## src/rtl/uart_tx_pkg.sv

```systemverilog
// Shared definitions for the UART transmitter: register offsets, FSM states, reset divisor.
// The PARITY state exists only when UART_TX_PARITY_EN is defined.
package uart_tx_pkg;

  localparam logic [11:0] OFF_DATA   = 12'h000;
  localparam logic [11:0] OFF_BUSY   = 12'h004;
  localparam logic [11:0] OFF_DIV    = 12'h008;
  localparam logic [11:0] OFF_PARITY = 12'h00C;
  localparam logic [11:0] OFF_STOP   = 12'h010;
  localparam logic [11:0] OFF_SRST   = 12'h024;

  // 115200 baud at 10 MHz
  localparam logic [15:0] DIV_DEFAULT = 16'd87;

  typedef enum logic [2:0] {
    IDLE   = 3'd0,
    START  = 3'd1,
    DATA   = 3'd2,
`ifdef UART_TX_PARITY_EN
    PARITY = 3'd3,
`endif
    STOP   = 3'd4
  } tx_state_e;

endpackage

```

## src/rtl/uart_tx_core.sv

```systemverilog
// Bit-timing counter and frame FSM; latches byte and line settings at frame start.
// Parity bit support compiled in with UART_TX_PARITY_EN.
module uart_tx_core
  import uart_tx_pkg::*;
(
  input  logic        clk,
  input  logic        rst,
  input  logic        start,
  input  logic [7:0]  tx_byte,
  input  logic [15:0] div,
`ifdef UART_TX_PARITY_EN
  input  logic        parity_en,
`endif
  input  logic        stop2,
  output logic        tx,
  output logic        busy
);

  tx_state_e   state;
  logic [15:0] cnt;
  logic [15:0] div_q;
  logic [2:0]  idx;
  logic [7:0]  sh;
  logic        stop2_q;
  logic        bit_end;
`ifdef UART_TX_PARITY_EN
  logic        par_q;
  logic        par_bit;
`endif

  assign bit_end = (cnt == div_q - 16'd1);
  assign busy    = (state != IDLE);

  always_ff @(posedge clk) begin
    if (rst) begin
      state   <= IDLE;
      tx      <= 1'b1;
      cnt     <= 16'd0;
      idx     <= 3'd0;
      sh      <= 8'd0;
      div_q   <= DIV_DEFAULT;
      stop2_q <= 1'b0;
`ifdef UART_TX_PARITY_EN
      par_q   <= 1'b0;
      par_bit <= 1'b0;
`endif
    end else begin
      if (state != IDLE) cnt <= bit_end ? 16'd0 : cnt + 16'd1;
      case (state)
        IDLE: if (start) begin
          state   <= START;
          tx      <= 1'b0;
          cnt     <= 16'd0;
          idx     <= 3'd0;
          sh      <= tx_byte;
          div_q   <= div;
          stop2_q <= stop2;
`ifdef UART_TX_PARITY_EN
          par_q   <= parity_en;
          par_bit <= ^tx_byte;
`endif
        end
        START: if (bit_end) begin
          state <= DATA;
          tx    <= sh[0];
          sh    <= {1'b0, sh[7:1]};
        end
        DATA: if (bit_end) begin
          if (idx == 3'd7) begin
            idx <= 3'd0;
`ifdef UART_TX_PARITY_EN
            if (par_q) begin
              state <= PARITY;
              tx    <= par_bit;
            end else begin
              state <= STOP;
              tx    <= 1'b1;
            end
`else
            state <= STOP;
            tx    <= 1'b1;
`endif
          end else begin
            idx <= idx + 3'd1;
            tx  <= sh[0];
            sh  <= {1'b0, sh[7:1]};
          end
        end
`ifdef UART_TX_PARITY_EN
        PARITY: if (bit_end) begin
          state <= STOP;
          tx    <= 1'b1;
        end
`endif
        // idx counts stop bits already sent
        STOP: if (bit_end) begin
          if (stop2_q && idx == 3'd0) idx <= 3'd1;
          else begin
            state <= IDLE;
            idx   <= 3'd0;
          end
        end
        default: begin
          state <= IDLE;
          tx    <= 1'b1;
        end
      endcase
    end
  end

endmodule

```

## src/rtl/uart_tx_sb_ctrl.sv

```systemverilog
// Bus-facing register file for the UART transmitter; framing lives in uart_tx_core.
// Optional parity register/bit is enabled by defining UART_TX_PARITY_EN.
module uart_tx_sb_ctrl
  import uart_tx_pkg::*;
#(
  parameter logic [15:0] DIV_RST = DIV_DEFAULT
) (
  input  logic        clk_i,
  input  logic        rst_i,
  input  logic        req_i,
  input  logic        we_i,
  input  logic [31:0] addr_i,
  input  logic [31:0] write_data_i,
  output logic [31:0] read_data_o,
  output logic        tx_o
);

  logic [11:0] off;
  logic        wr, rd, srst, soft_rst, start, busy;
  logic [15:0] div_q;
  logic        stop2_q;
  logic        parity_q;
  logic [31:0] rd_mux;
  logic        unused_addr;

  assign off         = addr_i[11:0];
  assign unused_addr = ^addr_i[31:12];
  assign wr          = req_i & we_i;
  assign rd          = req_i & ~we_i;
  assign srst        = wr && off == OFF_SRST && write_data_i[0];
  assign soft_rst    = rst_i | srst;
  // DATA writes are dropped outright while a frame is in flight
  assign start       = wr && off == OFF_DATA && !busy;

`ifndef UART_TX_PARITY_EN
  assign parity_q = 1'b0;
`endif

  always_comb begin
    rd_mux = 32'd0;
    case (off)
      OFF_BUSY: rd_mux = {31'd0, busy};
      OFF_DIV:  rd_mux = {16'd0, div_q};
`ifdef UART_TX_PARITY_EN
      OFF_PARITY: rd_mux = {31'd0, parity_q};
`endif
      OFF_STOP: rd_mux = stop2_q ? 32'd2 : 32'd1;
      default:  rd_mux = 32'd0;
    endcase
  end

  always_ff @(posedge clk_i) begin
    if (soft_rst) begin
      read_data_o <= 32'd0;
      div_q       <= DIV_RST;
      stop2_q     <= 1'b0;
`ifdef UART_TX_PARITY_EN
      parity_q    <= 1'b0;
`endif
    end else begin
      if (rd) read_data_o <= rd_mux;
      // line settings are frozen for the whole frame
      if (wr && !busy) begin
        case (off)
          OFF_DIV: if (write_data_i[15:0] >= 16'd2) div_q <= write_data_i[15:0];
`ifdef UART_TX_PARITY_EN
          OFF_PARITY: parity_q <= write_data_i[0];
`endif
          OFF_STOP: begin
            if (write_data_i == 32'd1)      stop2_q <= 1'b0;
            else if (write_data_i == 32'd2) stop2_q <= 1'b1;
          end
          default: ;
        endcase
      end
    end
  end

  uart_tx_core u_core (
    .clk       (clk_i),
    .rst       (soft_rst),
    .start     (start),
    .tx_byte   (write_data_i[7:0]),
    .div       (div_q),
`ifdef UART_TX_PARITY_EN
    .parity_en (parity_q),
`endif
    .stop2     (stop2_q),
    .tx        (tx_o),
    .busy      (busy)
  );

endmodule

```

## config.mk

```make
export PLATFORM = sky130hd
export DESIGN_NAME = uart_tx_sb_ctrl
export DESIGN_NICKNAME = d
export VERILOG_FILES = /design/src/rtl/uart_tx_pkg.sv /design/src/rtl/uart_tx_core.sv /design/src/rtl/uart_tx_sb_ctrl.sv
export SDC_FILE = /design/constraint.sdc
export NUM_CORES = 1
export LEC_CHECK = 0
export BUFFER_PORTS_ARGS = -buffer_cell sky130_fd_sc_hd__buf_2
export CAP_MARGIN = 15
export CORE_UTILIZATION = 49
export DETAILED_ROUTE_END_ITERATION = 7
export PLACE_DENSITY = 0.76
export SLEW_MARGIN = 25
export SYNTH_ARGS = -nofsm -noshare
export SYNTH_HDL_FRONTEND = slang
export SYNTH_SLANG_ARGS = --single-unit
```

## constraint.sdc

```tcl
create_clock -name clk_i -period 3 [get_ports clk_i]
set_input_delay 0.6 -clock clk_i [delete_from_list [all_inputs] [get_ports clk_i]]
set_output_delay 0.6 -clock clk_i [all_outputs]
set_load 0.02 [all_outputs]
```

* Yosys cells after proc, flatten, opt, wreduce, memory -nomap -nowiden
Cells that the tools add are included.
** Word-level totals
- Register bits :: 97
- Input port bits :: 68
- Output and inout bits :: 33
- Logic and storage cells :: 89
** Cells by class
- Add/subtract/negate cells :: 3
- Order comparisons :: 1
- Equal/unequal tests :: 18
- Multiplexer cells :: 31
- Bitwise gates (word level) :: 5
- Reductions and logical operators :: 21
** Operators by type and width (count)
- 16-bit two-way mux :: 4
- 16-bit one-hot mux with 3 select lines :: 1
- 32-bit by 1-bit == test with 1-bit output, second input constant :: 1
- 32-bit by 2-bit == test with 1-bit output, second input constant :: 1
- 8-bit two-way mux :: 4
- 3-bit two-way mux :: 10
- 8-bit one-hot mux with 3 select lines :: 1
- 16-bit by 1-bit adder with 16-bit output, second input constant :: 1
- 16-bit == test :: 1
- 16-bit by 2-bit greater-or-equal comparator with 1-bit output, second input constant :: 1
- 16-bit by 1-bit subtractor with 16-bit output, second input constant :: 1
- 12-bit by 3-bit == test with 1-bit output, second input constant :: 1
- 12-bit by 4-bit == test with 1-bit output, second input constant :: 1
- 12-bit by 5-bit == test with 1-bit output, second input constant :: 1
- 12-bit by 6-bit == test with 1-bit output, second input constant :: 1
- 12-bit zero test :: 1
- 3-bit one-hot mux with 4 select lines :: 1
- 3-bit one-hot mux with 3 select lines :: 1
- 3-bit nonzero test :: 3
- 2-bit by 1-bit != test with 1-bit output, second input constant :: 4
- 4-bit AND reduction :: 2
- 1-bit two-way mux :: 7
- 3-bit == test, second input constant :: 2
- 1-bit logical AND :: 6
- 16 further kinds :: 22

* Longest topological paths before layout
Gate-level depths: netlist of run 1.
- Depth after elaboration :: 6
- Mapped depth :: 12

* Cells and area by module
Synthesis of run 1 repeated with hierarchy kept, for this count alone.
** Second synthesis, totals
- Cells, all modules :: 530
- Area total of the unflattened synthesis :: 4504.3 um^2
** Modules (own cells, without submodules)
- uart_tx_core :: instances 1, cells each 362, area an instance 2917.8 um^2
- uart_tx_sb_ctrl :: instances 1, cells each 168, area an instance 1586.5 um^2

* Least setup slack after synthesis of run 1
OpenSTA, ideal clock, no wires.
- Path type :: register -> register
- Start point :: register u_core.div_q[0]
- End point :: register u_core.state[2]
- Arrival :: 2948 ps
- Required time :: 2926 ps
- Path slack :: -22 ps
- Stages on the path, launching flop included :: 12
- Path buffers :: 1
- Clock period less this slack :: 3022 ps
- Cells stage by stage :: dfxtp_1 inv_1 ha_1 nor4b_2 a31oi_1 nor4b_1 nand2_1 or4b_4 or2_1 buf_6 or4_1 a31oi_1
** On the way
- Cells in the longest elaborated chain, start to end :: 4
- Elaborated cells on any way between the ends :: 6
- Classes of those cells :: 1 x add/sub; 4 x eq/ne; 1 x reduce/logical
** RTL lines
- start: declaration :: line uart_tx_core.sv:21 : logic [15:0] div_q;
- start signal: assignment :: line uart_tx_core.sv:56 : div_q <= div;
- 16-bit by 1-bit subtractor with 16-bit output (*) :: line uart_tx_core.sv:31 : assign bit_end = (cnt == div_q - 16'd1);
- 16-bit == test (*) :: line uart_tx_core.sv:31
- 2-bit by 1-bit != test with 1-bit output (no source line)
- 6-bit AND reduction (no source line) (*)
- end signal: assignment :: line uart_tx_core.sv:36 : state <= IDLE;
- end signal: assignment :: line uart_tx_core.sv:51 : state <= START;
- end signal: assignment :: line uart_tx_core.sv:64 : state <= DATA;
- end: declaration :: line uart_tx_core.sv:19 : tx_state_e state;
Every way passes the cells marked *; elsewhere a longest branch is shown, timed or not.
A chain may end at the register's enable or synchronous reset.

* Worst setup path after layout of run 1
- Start point :: register u_core.div_q[0]
- End point :: register u_core.sh[6]
** On the way
- Cells in the longest elaborated chain, start to end :: 4
- Elaborated cells on any way between the ends :: 5
- Classes of those cells :: 1 x add/sub; 3 x eq/ne; 1 x reduce/logical
** RTL lines
- 16-bit by 1-bit subtractor with 16-bit output (*) :: line uart_tx_core.sv:31
- 16-bit == test (*) :: line uart_tx_core.sv:31
- 2-bit by 1-bit != test with 1-bit output (no source line)
- 5-bit AND reduction (no source line) (*)
- end signal: assignment :: line uart_tx_core.sv:55 : sh <= tx_byte;
- end signal: assignment :: line uart_tx_core.sv:66 : sh <= {1'b0, sh[7:1]};
- end signal: assignment :: line uart_tx_core.sv:86 : sh <= {1'b0, sh[7:1]};
- end: declaration :: line uart_tx_core.sv:23 : logic [7:0] sh;
Marks and branches as above.

==> summary.md, run 1 <==
| Metric | Value |
|---|---|
| ANT nets after route | 0 |
| Reg2reg setup slack | -10 ps |
| CTS tree | done |
| Final min period | 3012 ps |
| Largest family of logic cells by synthesized area | simple AND/OR/NAND/NOR gates |
| Final Setup Violations | 3 |
| Failing checks | negative setup slack |
| Antenna Cells | 0 |
| Initial DRC count | 180 |
| Max Transition Viols Final | 0 |
| Cells after synthesis | 517 |
| Clock skew | 12.64 ps |
| First-pass GRT wire length | 16910 um |
| Overall global routing resource usage | 23.95% |
| Cell taking the most area after synthesis | dfxtp_1 |
| Post-synth EDFFs | 0 |
| Synth cell types | 58 |
| RePlAce Congestion | 0.8825 |
| Post-synthesis xor/xnor area fraction | 7.509% |
| Hold Path Class | reg -> reg |
| Most used DFF post-synth | dfxtp_1 |
| Starting density of the core | 50.85% |
| Placement Rows | 33 |
| # placed instances | 690 |
| Setup ws final | -12.20 ps |
| Post-synthesis simple-gate area fraction | 25.36% |
| Worst Path Max Fanout | 5 |
| Ports | 101 |
| Cell Count, Final, Fillers Out | 706 |
| Worst stage delay on the critical path | 580 ps |
| Die Span Y | 94.57 um |
| Adder-Cell Fraction of Synth Area | 1.490% |
| Synth area leaders | dfxtp_1, nand2_1, xnor2_1, a21oi_1, mux2i_1 |
| Setup TNS | -20.12 ps |
| #FFs+latches synth | 81 |
| Finished Cell Area | 5079 um2 |
| Skew-Pair Late Insertion Delay | 360 ps |
| Critical path buffers and inverters | 1 |
| Initial antenna violation count | 0 |
| Worst setup EP type | register |
| Tcrit/Tclk final | 100.4% |
| Critical path type | reg -> reg |
| Post-synthesis cell area | 4199 um2 |
| CP arrival | 3250 ps |
| Synth Area in Compound Gates | 14.54% |
| Commonest non-fill, non-tap cell in the layout | dfxtp_1 |
| Routed vias | 3953 |
| Fill cells | 725 |
| WL per Instance | 14.53 um |
| Top-area cell type share of the netlist area | 38.62% |
| Slew HR | 43.16% |
| Synth warn | 0 |
| DIE WIDTH | 94.57 um |
| Crit path max-delay family | compound AO/OA/AOI/OAI gates |
| WP data required | 3240 ps |
| CORE AREA | 8258 um2 |
| Clock slew at reported path FFs | 90 ps |
| Hold Vio Cnt, Final | 0 |
| Clock Path Buffers | 2 |
| Largest net degree at the start of global routing | 55 |
| Most frequent cells in the layout | dfxtp_1, nand2_1, buf_2 |
| Placed instance area | 4743 um2 |
| Post-synth ARST share | 0% |
| Inserted Clock Buffers | 9 |
| Number of global-route vias before repair | 3676 |
| Worst slew pin tran | 851.4 ps |
| Unrepaired setup endpoints after global routing | true |
| Pleak | 2.068 nW |
| Post-detail-place hpwl | 7366 um |
| Max cap viols | 0 |
| Outcome | complete, but fails checks |
| Top achievable clock speed | 0.3320 GHz |
| Mux cell area share after synthesis | 4.768% |
| Critical path, cell by cell | or4_4 > o31a_1 > a211oi_2 > nand2_1 > or4b_4 > o41a_1 > buf_4 > a211oi_1 > a211oi_1 |
| P per Cell Area | 418.1 nW/um2 |
| Depth of the CTS H-tree | 3 |
| Root Driver | clkbuf_8 |
| Worst slack at placement | -114.9 ps |
| Avg Vias per Cell | 5.599 |
| Mean Syn Cell Area | 8.122 um2 |
| Most common cell on crit path | a211oi_1 |
| Residual overflow from global routing | 0 |
| DRT Pass-1 Iters | 7 |
| Sequential area share after synthesis | 38.62% |
| Maximum vdd drop | 0.2683 mV |
| Buffers on Ports | 64 |
| DRC viols | 0 |
| Fraction of layout cells with a size suffix above 1 | 23.29% |
| Final core occ | 61.50% |
| Area Growth Syn to Fin | 20.95% |
| DIE AREA | 8943 um2 |
| CTS sink count | 81 |
| Fin nets | 669 |
| Wirelength, routed | 10260 um |
| CP Launch Type | register |
| Slowest library cell on the worst path | or4_4 |
[state kept, by name, indices dropped and copies added (netlist names)]
register,count
div_q,16
read_data_o,16
u_core.cnt,16
u_core.div_q,16
u_core.sh,8
u_core.idx,3
u_core.state,3
stop2_q,1
u_core.stop2_q,1
u_core.tx,1
[cell usage after synthesis (2+ instances only)]
cell      count
and4_1        2
a21oi_1      42
nor2_1       52
buf_4        16
nand3_1      27
buf_6         3
or3_1         3
nor4_1       16
mux2i_1      20
a221oi_1      2
a211oi_1     16
nor3b_1       2
xnor2_1      25
dfxtp_1      81
ha_1          5
o211ai_1      2
clkbuf_1     25
a31oi_1       7
inv_1        18
nor2b_1       2
or2_2         2
nor3_1        9
o31a_1        2
nor4b_1       3
o21ai_0       5
nand2_1      67
nand4_1      12
xor2_1       11
and3_1        6
nand2b_1      6
[worst paths after layout]
check | startpoint | to | cells past startpoint
worst min register to register | read_data_o[15] | read_data_o[15] | 2
worst max register to register | u_core.div_q[0] | u_core.sh[6] | 9
worst max-delay path | u_core.div_q[0] | u_core.sh[6] | 9
worst min-delay path | read_data_o[15] | read_data_o[15] | 2
[per-layer routing]
layer / track usage, % / wire, um
met1: 31.51 / 4390
met4: 8.586 / 218
met2: 39.67 / 5030
met5: 0 / 0
met3: 3.784 / 621
[per-stage QoR]
step | hold WS, ps | total power [mW]
finish | 450.8 | 2.123
global route | 480.1 | 2.193
CTS | 454.9 | 2.132
detailed placement | 443.3 | 1.215
global placement | 440.2 | 1.213
floorplan | 431.8 | 1.174
[worst register-to-register path, stage by stage (launching register included)]
cell      delay [ps]
dfxtp_2          350
or4_4            580
o31a_1           280
a211oi_2         210
nand2_1           90
or4b_4           520
o41a_1           390
buf_4            170
a211oi_1         230
a211oi_1          80
[report_power, final]
group          switching, mW  internal [mW]  leakage (nW)
registers           0.000917           1.08         0.652
clock network          0.444          0.486         0.114
logic                 0.0753         0.0408          1.30
[logic make-up after synthesis]
kind of cell / count (synthesis)
and+or+nand+nor: 218
AOI/OAI and AO/OA: 93
DFF: 81
buffers and inverters: 63
xor gates and xnor gates: 36
muxes: 20
adders and majority gates: 5
other: 1
[cell type report]
type	instances	area (um2)	area share, %
clock buffer	9	123.9	2.439
clock inverter	7	107.6	2.119
inverter	18	67.56	1.330
multi-input combinational	388	2414	47.52
sequential	81	1627	32.03
tap	105	131.4	2.587
timing repair buffer	98	608.1	11.97
[timing repair]
| action | CTS | global route |
|---|---|---|
| buffers inserted | 0 | 0 |
| hold buffers | 0 | 0 |
| setup endpoints to repair | 10 | 27 |
| resized for setup | 5 | 18 |
| pin swaps | 2 | 2 |
No activity file was read; power rests on OpenSTA's default activity.
==> run 2, diff against run 1 <==
--- a/config.mk
+++ b/config.mk
@@ -5,9 +5,10 @@
 export SDC_FILE = /design/constraint.sdc
 export NUM_CORES = 1
 export LEC_CHECK = 0
+export ABC_AREA = 1
 export BUFFER_PORTS_ARGS = -buffer_cell sky130_fd_sc_hd__buf_2
 export CAP_MARGIN = 15
-export CORE_UTILIZATION = 49
+export CORE_UTILIZATION = 50
 export DETAILED_ROUTE_END_ITERATION = 7
 export PLACE_DENSITY = 0.76
 export SLEW_MARGIN = 25
==> run 2 against run 1 <==
Effect of this change:
- the flow now finishes without violations
- first-iteration DRC count is 12% higher
- final area is 3.9% higher
- largest power group unchanged
- area after synthesis grew 10%
- highest routed layer unchanged
- count of clock-buffer cells in the layout is the same
- routed wire length rose by 7.2%
- die area is 7.8% higher
- combinational power grew to 7.1 times the previous value
- sequential share of layout area shrank 1.3 points
==> summary.md, run 2 <==
| Metric | Value |
|---|---|
| Buffers on Ports | 64 (unchanged) |
| Routed vias | 4495 (+14%) |
| Cell Count, Final, Fillers Out | 861 (+22%) |
| Slew HR | 58.31% (+15 points) |
| Worst slew pin tran | 624.7 ps (-226.7 ps) |
| Worst slack at placement | 363.3 ps (+478.2 ps) |
| ANT nets after route | 0 (unchanged) |
| Synth area leaders | dfxtp_1, nand2_1, nor2_1, inv_1, a21oi_1 |
| Maximum vdd drop | 0.3949 mV (+47%) |
| Synth cell types | 45 (-22%) |
| Setup Buffers After CTS | 0 (unchanged) |
| Most frequent cells in the layout | nand2_1, nor2_1, dfxtp_1 |
| Hold Path Class | reg -> reg |
| CP Launch Type | register |
| # placed instances | 845 (+22%) |
| Final Hold Slack | 467.3 ps (+16.52 ps) |
| Tcrit/Tclk final | 82.05% (-18 points) |
| DIE AREA | 9642 um2 (+7.8%) |
| Final Power | 3.062 mW (+44%) |
| Initial antenna violation count | 0 (unchanged) |
| WL per Instance | 12.77 um (-12%) |
| Starting density of the core | 52.29% (+1.4 points) |
| Final Setup Violations | 0 (-3) |
| Post-detail-place hpwl | 8337 um (+13%) |
| Mean Syn Cell Area | 6.784 um2 (-16%) |
| Residual overflow from global routing | 0 (unchanged) |
| Top-area cell type share of the netlist area | 35.05% (-3.6 points) |
| Post-synthesis simple-gate area fraction | 34.61% (+9.3 points) |
| CTS sink count | 81 (unchanged) |
| Worst setup EP type | register |
| Fraction of layout cells with a size suffix above 1 | 16.07% (-7.2 points) |
| Critical path, cell by cell | inv_1 > ha_1 > nand2_4 > nor2_8 > nand2_1 > nand2_1 > nand2_1 > nor2_1 > nand2_1 > nor2_4 > a21oi_2 > o21ai_2 > nor2_1 |
| Post-synth EDFFs | 0 (unchanged) |
| Worst Path Max Fanout | 14 (+9) |
| Number of global-route vias before repair | 4299 (+17%) |
| Top post-synthesis cells by count | nand2_1, nor2_1, dfxtp_1, inv_1, a21oi_1 |
| Unrepaired setup endpoints after global routing | false |
| Worst stage delay on the critical path | 490 ps (-90 ps) |
| P per Cell Area | 580.5 nW/um2 (+39%) |
| Cells resized by post-CTS repair | 0 (-5) |
| Root Driver | clkbuf_8 |
| Max cap viols | 0 (unchanged) |
| Overall global routing resource usage | 24.13% (+0.18 points) |
| Placement Rows | 34 (+3.0%) |
| #FFs+latches synth | 81 (unchanged) |
| Max Transition Viols Final | 0 (unchanged) |
| Most common cell on crit path | nand2_1 |
| Hold Vio Cnt, Final | 0 (unchanged) |
| Largest family of logic cells by synthesized area | simple AND/OR/NAND/NOR gates |
| Critical path type | reg -> reg |
| CORE AREA | 8848 um2 (+7.2%) |
| Placed instance area | 5021 um2 (+5.9%) |
| DRT Pass-1 Iters | 6 (-1) |
| Post-synth ARST share | 0% (unchanged) |
| Setup ws final | 538.4 ps (+550.6 ps) |
| Critical path buffers and inverters | 1 (unchanged) |
| Cells after synthesis | 682 (+32%) |
| Commonest non-fill, non-tap cell in the layout | nand2_1 |
| Top achievable clock speed | 0.4062 GHz (+22%) |
| Post-synthesis xor/xnor area fraction | 5.219% (-2.3 points) |
| Fin nets | 821 (+23%) |
| Pleak | 2.427 nW (+17%) |
| Crit path max-delay family | simple AND/OR/NAND/NOR gates |
| Die Span Y | 98.20 um (+3.8%) |
| Wirelength, routed | 11000 um (+7.2%) |
| Fill cells | 836 (+15%) |
| Area Growth Syn to Fin | 14.01% |
| Final core occ | 59.62% (-1.9 points) |
| RePlAce Congestion | 0.8989 (+1.9%) |
| Skew-Pair Late Insertion Delay | 370 ps (about the same) |
| Synth Area in Compound Gates | 12.82% (-1.7 points) |
| Initial DRC count | 201 (+12%) |
| Clock slew at reported path FFs | 100 ps (about the same) |
| Inserted Clock Buffers | 9 (unchanged) |
| Largest net degree at the start of global routing | 29 (-47%) |
| CTS tree | done |
| Adder-Cell Fraction of Synth Area | 1.352% (-0.14 points) |
| Avg Vias per Cell | 5.221 (-6.8%) |
| First-pass GRT wire length | 18950 um (+12%) |
| Outcome | finished, final reports clean |
| Most common cell in the synthesized netlist | nand2_1 |
| DIE WIDTH | 98.20 um (+3.8%) |
| CP arrival | 2700 ps (-550 ps) |
| Antenna Cells | 0 (unchanged) |
| Finished Cell Area | 5275 um2 (+3.9%) |
| Cell taking the most area after synthesis | dfxtp_1 |
| Final min period | 2462 ps (-550.6 ps) |
| # hold bufs at CTS | 0 (unchanged) |
| Most used DFF post-synth | dfxtp_1 |
| Depth of the CTS H-tree | 3 (unchanged) |
| WP data required | 3240 ps (about the same) |
| Synth warn | 0 (unchanged) |
| Slowest library cell on the worst path | o21ai_2 |
| Mux cell area share after synthesis | 0% (-4.8 points) |
| Clock skew | 19.77 ps (+7.131 ps) |
| Sequential area share after synthesis | 35.05% (-3.6 points) |
| Clock Path Buffers | 2 (unchanged) |
| Ports | 101 (unchanged) |
| Post-synthesis cell area | 4627 um2 (+10%) |
| DRC viols | 0 (unchanged) |
| Setup TNS | 0 ps (+20.12 ps) |
==> run 2: worst min-delay path: stages (launching register included) <==
cell	delay (ps)
dfxtp_1	320
nand2_1	60
a21oi_1	50
==> run 2: final cells by class <==
class | count | area (um2) | share of cell area [%]
Tap cell | 108 | 135.1 | 2.562
Clock inverter | 7 | 130.1 | 2.467
Clock buffer | 9 | 123.9 | 2.348
Sequential cell | 81 | 1622 | 30.74
Inverter | 83 | 311.5 | 5.906
Timing Repair Buffer | 73 | 387.9 | 7.353
Multi-Input combinational cell | 500 | 2565 | 48.62
==> run 2: per-layer routing <==
| layer | track usage, % | routed length [um] | up-vias |
|---|---|---|---|
| li1 | - | - | 2316 |
| met1 | 29.60 | 4997 | 2025 |
| met2 | 41.98 | 5300 | 131 |
| met3 | 3.436 | 457 | 23 |
| met4 | 10.79 | 244 | 0 |
| met5 | 0 | 0 | - |
==> run 2: power breakdown <==
part	switching, mW	total, mW	internal, mW	leakage (nW)
registers	0.0589	1.22	1.16	0.654
logic	0.560	0.827	0.267	1.64
clock network	0.450	1.02	0.570	0.128
total	1.07	3.06	1.99	2.43
==> run 2: path summary, 6_finish.rpt <==
path	start	slack (ps)	end	cells past startpoint
worst max-delay path	u_core.div_q[0]	540	u_core.cnt[15]	13
worst min register to register	read_data_o[11]	470	read_data_o[11]	2
worst max register to register	u_core.div_q[0]	540	u_core.cnt[15]	13
worst min-delay path	read_data_o[11]	470	read_data_o[11]	2
==> run 2: cells by family (layout without fill, tap and decap cells) <==
group / Yosys count / in the layout
AND/OR/NAND/NOR: 346 / 346
adder cells (fa/ha/maj): 5 / 5
buffers and inverters: 116 / 172
AO/OA/AOI/OAI: 107 / 107
other: 1 / 16
XOR/XNOR: 26 / 26
flip-flops: 81 / 81
==> run 3, diff against run 2 <==
--- a/config.mk
+++ b/config.mk
@@ -5,10 +5,10 @@
 export SDC_FILE = /design/constraint.sdc
 export NUM_CORES = 1
 export LEC_CHECK = 0
-export ABC_AREA = 1
+export ABC_AREA = 0
 export BUFFER_PORTS_ARGS = -buffer_cell sky130_fd_sc_hd__buf_2
 export CAP_MARGIN = 15
-export CORE_UTILIZATION = 50
+export CORE_UTILIZATION = 49
 export DETAILED_ROUTE_END_ITERATION = 7
 export PLACE_DENSITY = 0.76
 export SLEW_MARGIN = 25
==> constraint.sdc (replaced) <==
create_clock -name clk_i -period 2 [get_ports clk_i]
set_input_delay 0.4 -clock clk_i [delete_from_list [all_inputs] [get_ports clk_i]]
set_output_delay 0.4 -clock clk_i [all_outputs]
set_load 0.02 [all_outputs]
==> run 3 against run 2 <==
Effect of this change:
- the run now ends with negative setup slack left
- die area down 7.2%
- via count down 7.2%
- largest cell class unchanged
- sequential cell count unchanged
- utilization up 7.5 points
- clock skew down 5.3 ps
==> summary.md, run 3 (synthesis gave the netlist of run 1 again) <==
| Metric | Value |
|---|---|
| Number of global-route vias before repair | 3829 (-11%) |
| Post-detail-place hpwl | 7893 um (-5.3%) |
| DRT Pass-1 Iters | 4 (-2) |
| Final Power | 3.202 mW (+4.6%) |
| Fill cells | 651 (-22%) |
| Worst setup EP type | register |
| Largest net degree at the start of global routing | 40 (+38%) |
| Worst r2r path cells | 9 (-4) |
| Die Span Y | 94.57 um (-3.7%) |
| Placed instance area | 5117 um2 (+1.9%) |
| Area Growth Syn to Fin | 32.03% |
| Hold Path Class | in -> reg |
| Critical path buffers and inverters | 1 (unchanged) |
| CP endpoint | u_core.sh[1] |
| CP Launch Type | register |
| Worst Path Max Fanout | 7 (-7) |
| Pleak | 2.313 nW (-4.7%) |
| Tcrit/Tclk final | 154.5% (+72 points) |
| Commonest non-fill, non-tap cell in the layout | dfxtp_1 |
| Worst stage delay on the critical path | 580 ps (+90 ps) |
| Final Setup Violations | 31 (+31) |
| Inserted Clock Buffers | 9 (unchanged) |
| Setup ws final | -1090 ps (-1628 ps) |
| First-pass GRT wire length | 17800 um (-6.0%) |
| DRC viols | 0 (unchanged) |
| Most frequent cells in the layout | dfxtp_1, nand2_1, buf_4 |
| Skew-Pair Late Insertion Delay | 370 ps (about the same) |
| Sequential Area | 1624 um2 (+0.15%) |
| Crit path max-delay family | compound AO/OA/AOI/OAI gates |
| Wirelength, routed | 11010 um (about the same) |
| ANT nets after route | 0 (unchanged) |
| Finished Cell Area | 5544 um2 (+5.1%) |
| Avg Vias per Cell | 5.582 (+6.9%) |
| Residual overflow from global routing | 0 (unchanged) |
| Reg2reg setup slack | -1090 ps (-1630 ps) |
| Starting density of the core | 50.85% (-1.4 points) |
| Cell Count, Final, Fillers Out | 747 (-13%) |
| Most common cell on crit path | a211oi_2 |
| Area occupied by multi-input gates | 2534 um2 (-1.2%) |
| DIE AREA | 8943 um2 (-7.2%) |
| Final Hold Slack | 281.6 ps (-185.8 ps) |
| Overall global routing resource usage | 25.26% (+1.1 points) |
| Max cap viols | 0 (unchanged) |
| Crit. path cell count | 9 (-4) |
| Clock Path Buffers | 2 (unchanged) |
| Max Transition Viols Final | 0 (unchanged) |
| Critical path type | reg -> reg |
| Clock slew at reported path FFs | 90 ps (about the same) |
| Worst setup path start | u_core.div_q[0] |
| # hold bufs at CTS | 0 (unchanged) |
| Routed vias | 4170 (-7.2%) |
| Depth of the CTS H-tree | 3 (unchanged) |
| Maximum vdd drop | 0.3966 mV (+0.44%) |
| WL per Instance | 14.74 um (+15%) |
| Clock skew | 14.49 ps (-5.282 ps) |
| WP data required | 2250 ps (-990 ps) |
| CP arrival | 3340 ps (+640 ps) |
| Setup TNS | -28020 ps (-28020 ps) |
| Final min period | 3090 ps (+628.1 ps) |
| Failing checks | negative setup slack |
| Slowest library cell on the worst path | or4_4 |
| Buffers on Ports | 64 (unchanged) |
| CTS tree | done |
| Critical path, cell by cell | or4_4 > o31a_1 > a211oi_2 > nand2_1 > or4b_4 > o41a_1 > buf_6 > a211oi_2 > a211oi_2 |
| Placement Rows | 33 (-2.9%) |
| Antenna Cells | 0 (unchanged) |
| Unrepaired setup endpoints after global routing | true |
| RePlAce Congestion | 0.8958 (-0.34%) |
| Top achievable clock speed | 0.3237 GHz (-20%) |
| Initial DRC count | 215 (+7.0%) |
| Ports | 101 (unchanged) |
| Hold Vio Cnt, Final | 0 (unchanged) |
| Outcome | complete, but fails checks |
| CTS sink count | 81 (unchanged) |
| Root Driver | clkbuf_8 |
| Terminus of the critical flop-to-flop path | u_core.sh[1] |
| R2r startpoint | u_core.div_q[0] |
| # placed instances | 728 (-14%) |
| Fraction of layout cells with a size suffix above 1 | 31.31% (+15 points) |
| CORE AREA | 8258 um2 (-6.7%) |
| DIE WIDTH | 94.57 um (-3.7%) |
| P per Cell Area | 577.6 nW/um2 (-0.51%) |
| Initial antenna violation count | 0 (unchanged) |
| Fin nets | 710 (-14%) |
==> run 3: cell count changes in the layout (fill, tap and decap cells not counted), sizes merged, moves of 20 or more <==
| cell | delta |
|---|---|
| buf | +66 |
| inv | -64 |
| mux2i | +20 |
| nand2 | -98 |
| nor2 | -43 |
| o21ai | -30 |
==> run 3: where the power goes <==
part	internal (mW)	switching, mW	leakage, nW
logic	0.0730	0.122	1.54
registers	1.61	0.000851	0.652
clock network	0.727	0.666	0.117
total	2.41	0.788	2.31
==> run 3: worst min-delay path by stage <==
stage / slack, ps / to / start / cells after the start
4_1_cts: 270 / div_q[8] / write_data_i[8] / 3
3_3_place_gp: 440 / read_data_o[6] / read_data_o[6] / 2
2_1_floorplan: 430 / u_core.stop2_q / u_core.stop2_q / 2
5_1_grt: 280 / div_q[12] / write_data_i[12] / 3
3_5_place_dp: 440 / read_data_o[6] / read_data_o[6] / 2
6_report: 280 / div_q[8] / write_data_i[8] / 3
==> run 3: final cells by class <==
cell class / count / area share, %
flip-flops and latches: 81 / 29.29
clock inverters: 7 / 1.918
repair buffers: 139 / 17.26
clock buffers: 9 / 2.234
inverters: 18 / 1.219
multi-input cells: 388 / 45.70
well taps: 105 / 2.370
==> run 3: worst reg2reg max path, stage by stage, from the launching register on <==
cell and delay (ps):
dfxtp_2 350, or4_4 580, o31a_1 280, a211oi_2 190, nand2_1 90, or4b_4 530
o41a_1 450, buf_6 180, a211oi_2 260, a211oi_2 70
==> run 3: metrics by stage <==
stage               setup WS (ps)  util [%]
global route                -1147     67.14
detailed placement          -1019     61.97
global placement           -910.8     61.97
finish                      -1090     67.14
CTS                        -947.0     66.32
floorplan                  -943.2         -
==> run 3: timing repair <==
item / in CTS / in global routing
gates resized for setup: 24 / 14
setup buffers: 3 / 1
pin swaps: 13 / 6
setup endpoints to repair: 31 / 32
==> run 3: layer usage <==
metal | GRT usage [%] | up-vias | share of wire, %
li1 | - | 2034 | -
met1 | 32.29 | 1958 | 44
met2 | 42.81 | 154 | 49
met3 | 4.187 | 24 | 5.3
met4 | 9.091 | 0 | 1.9
met5 | 0 | - | 0
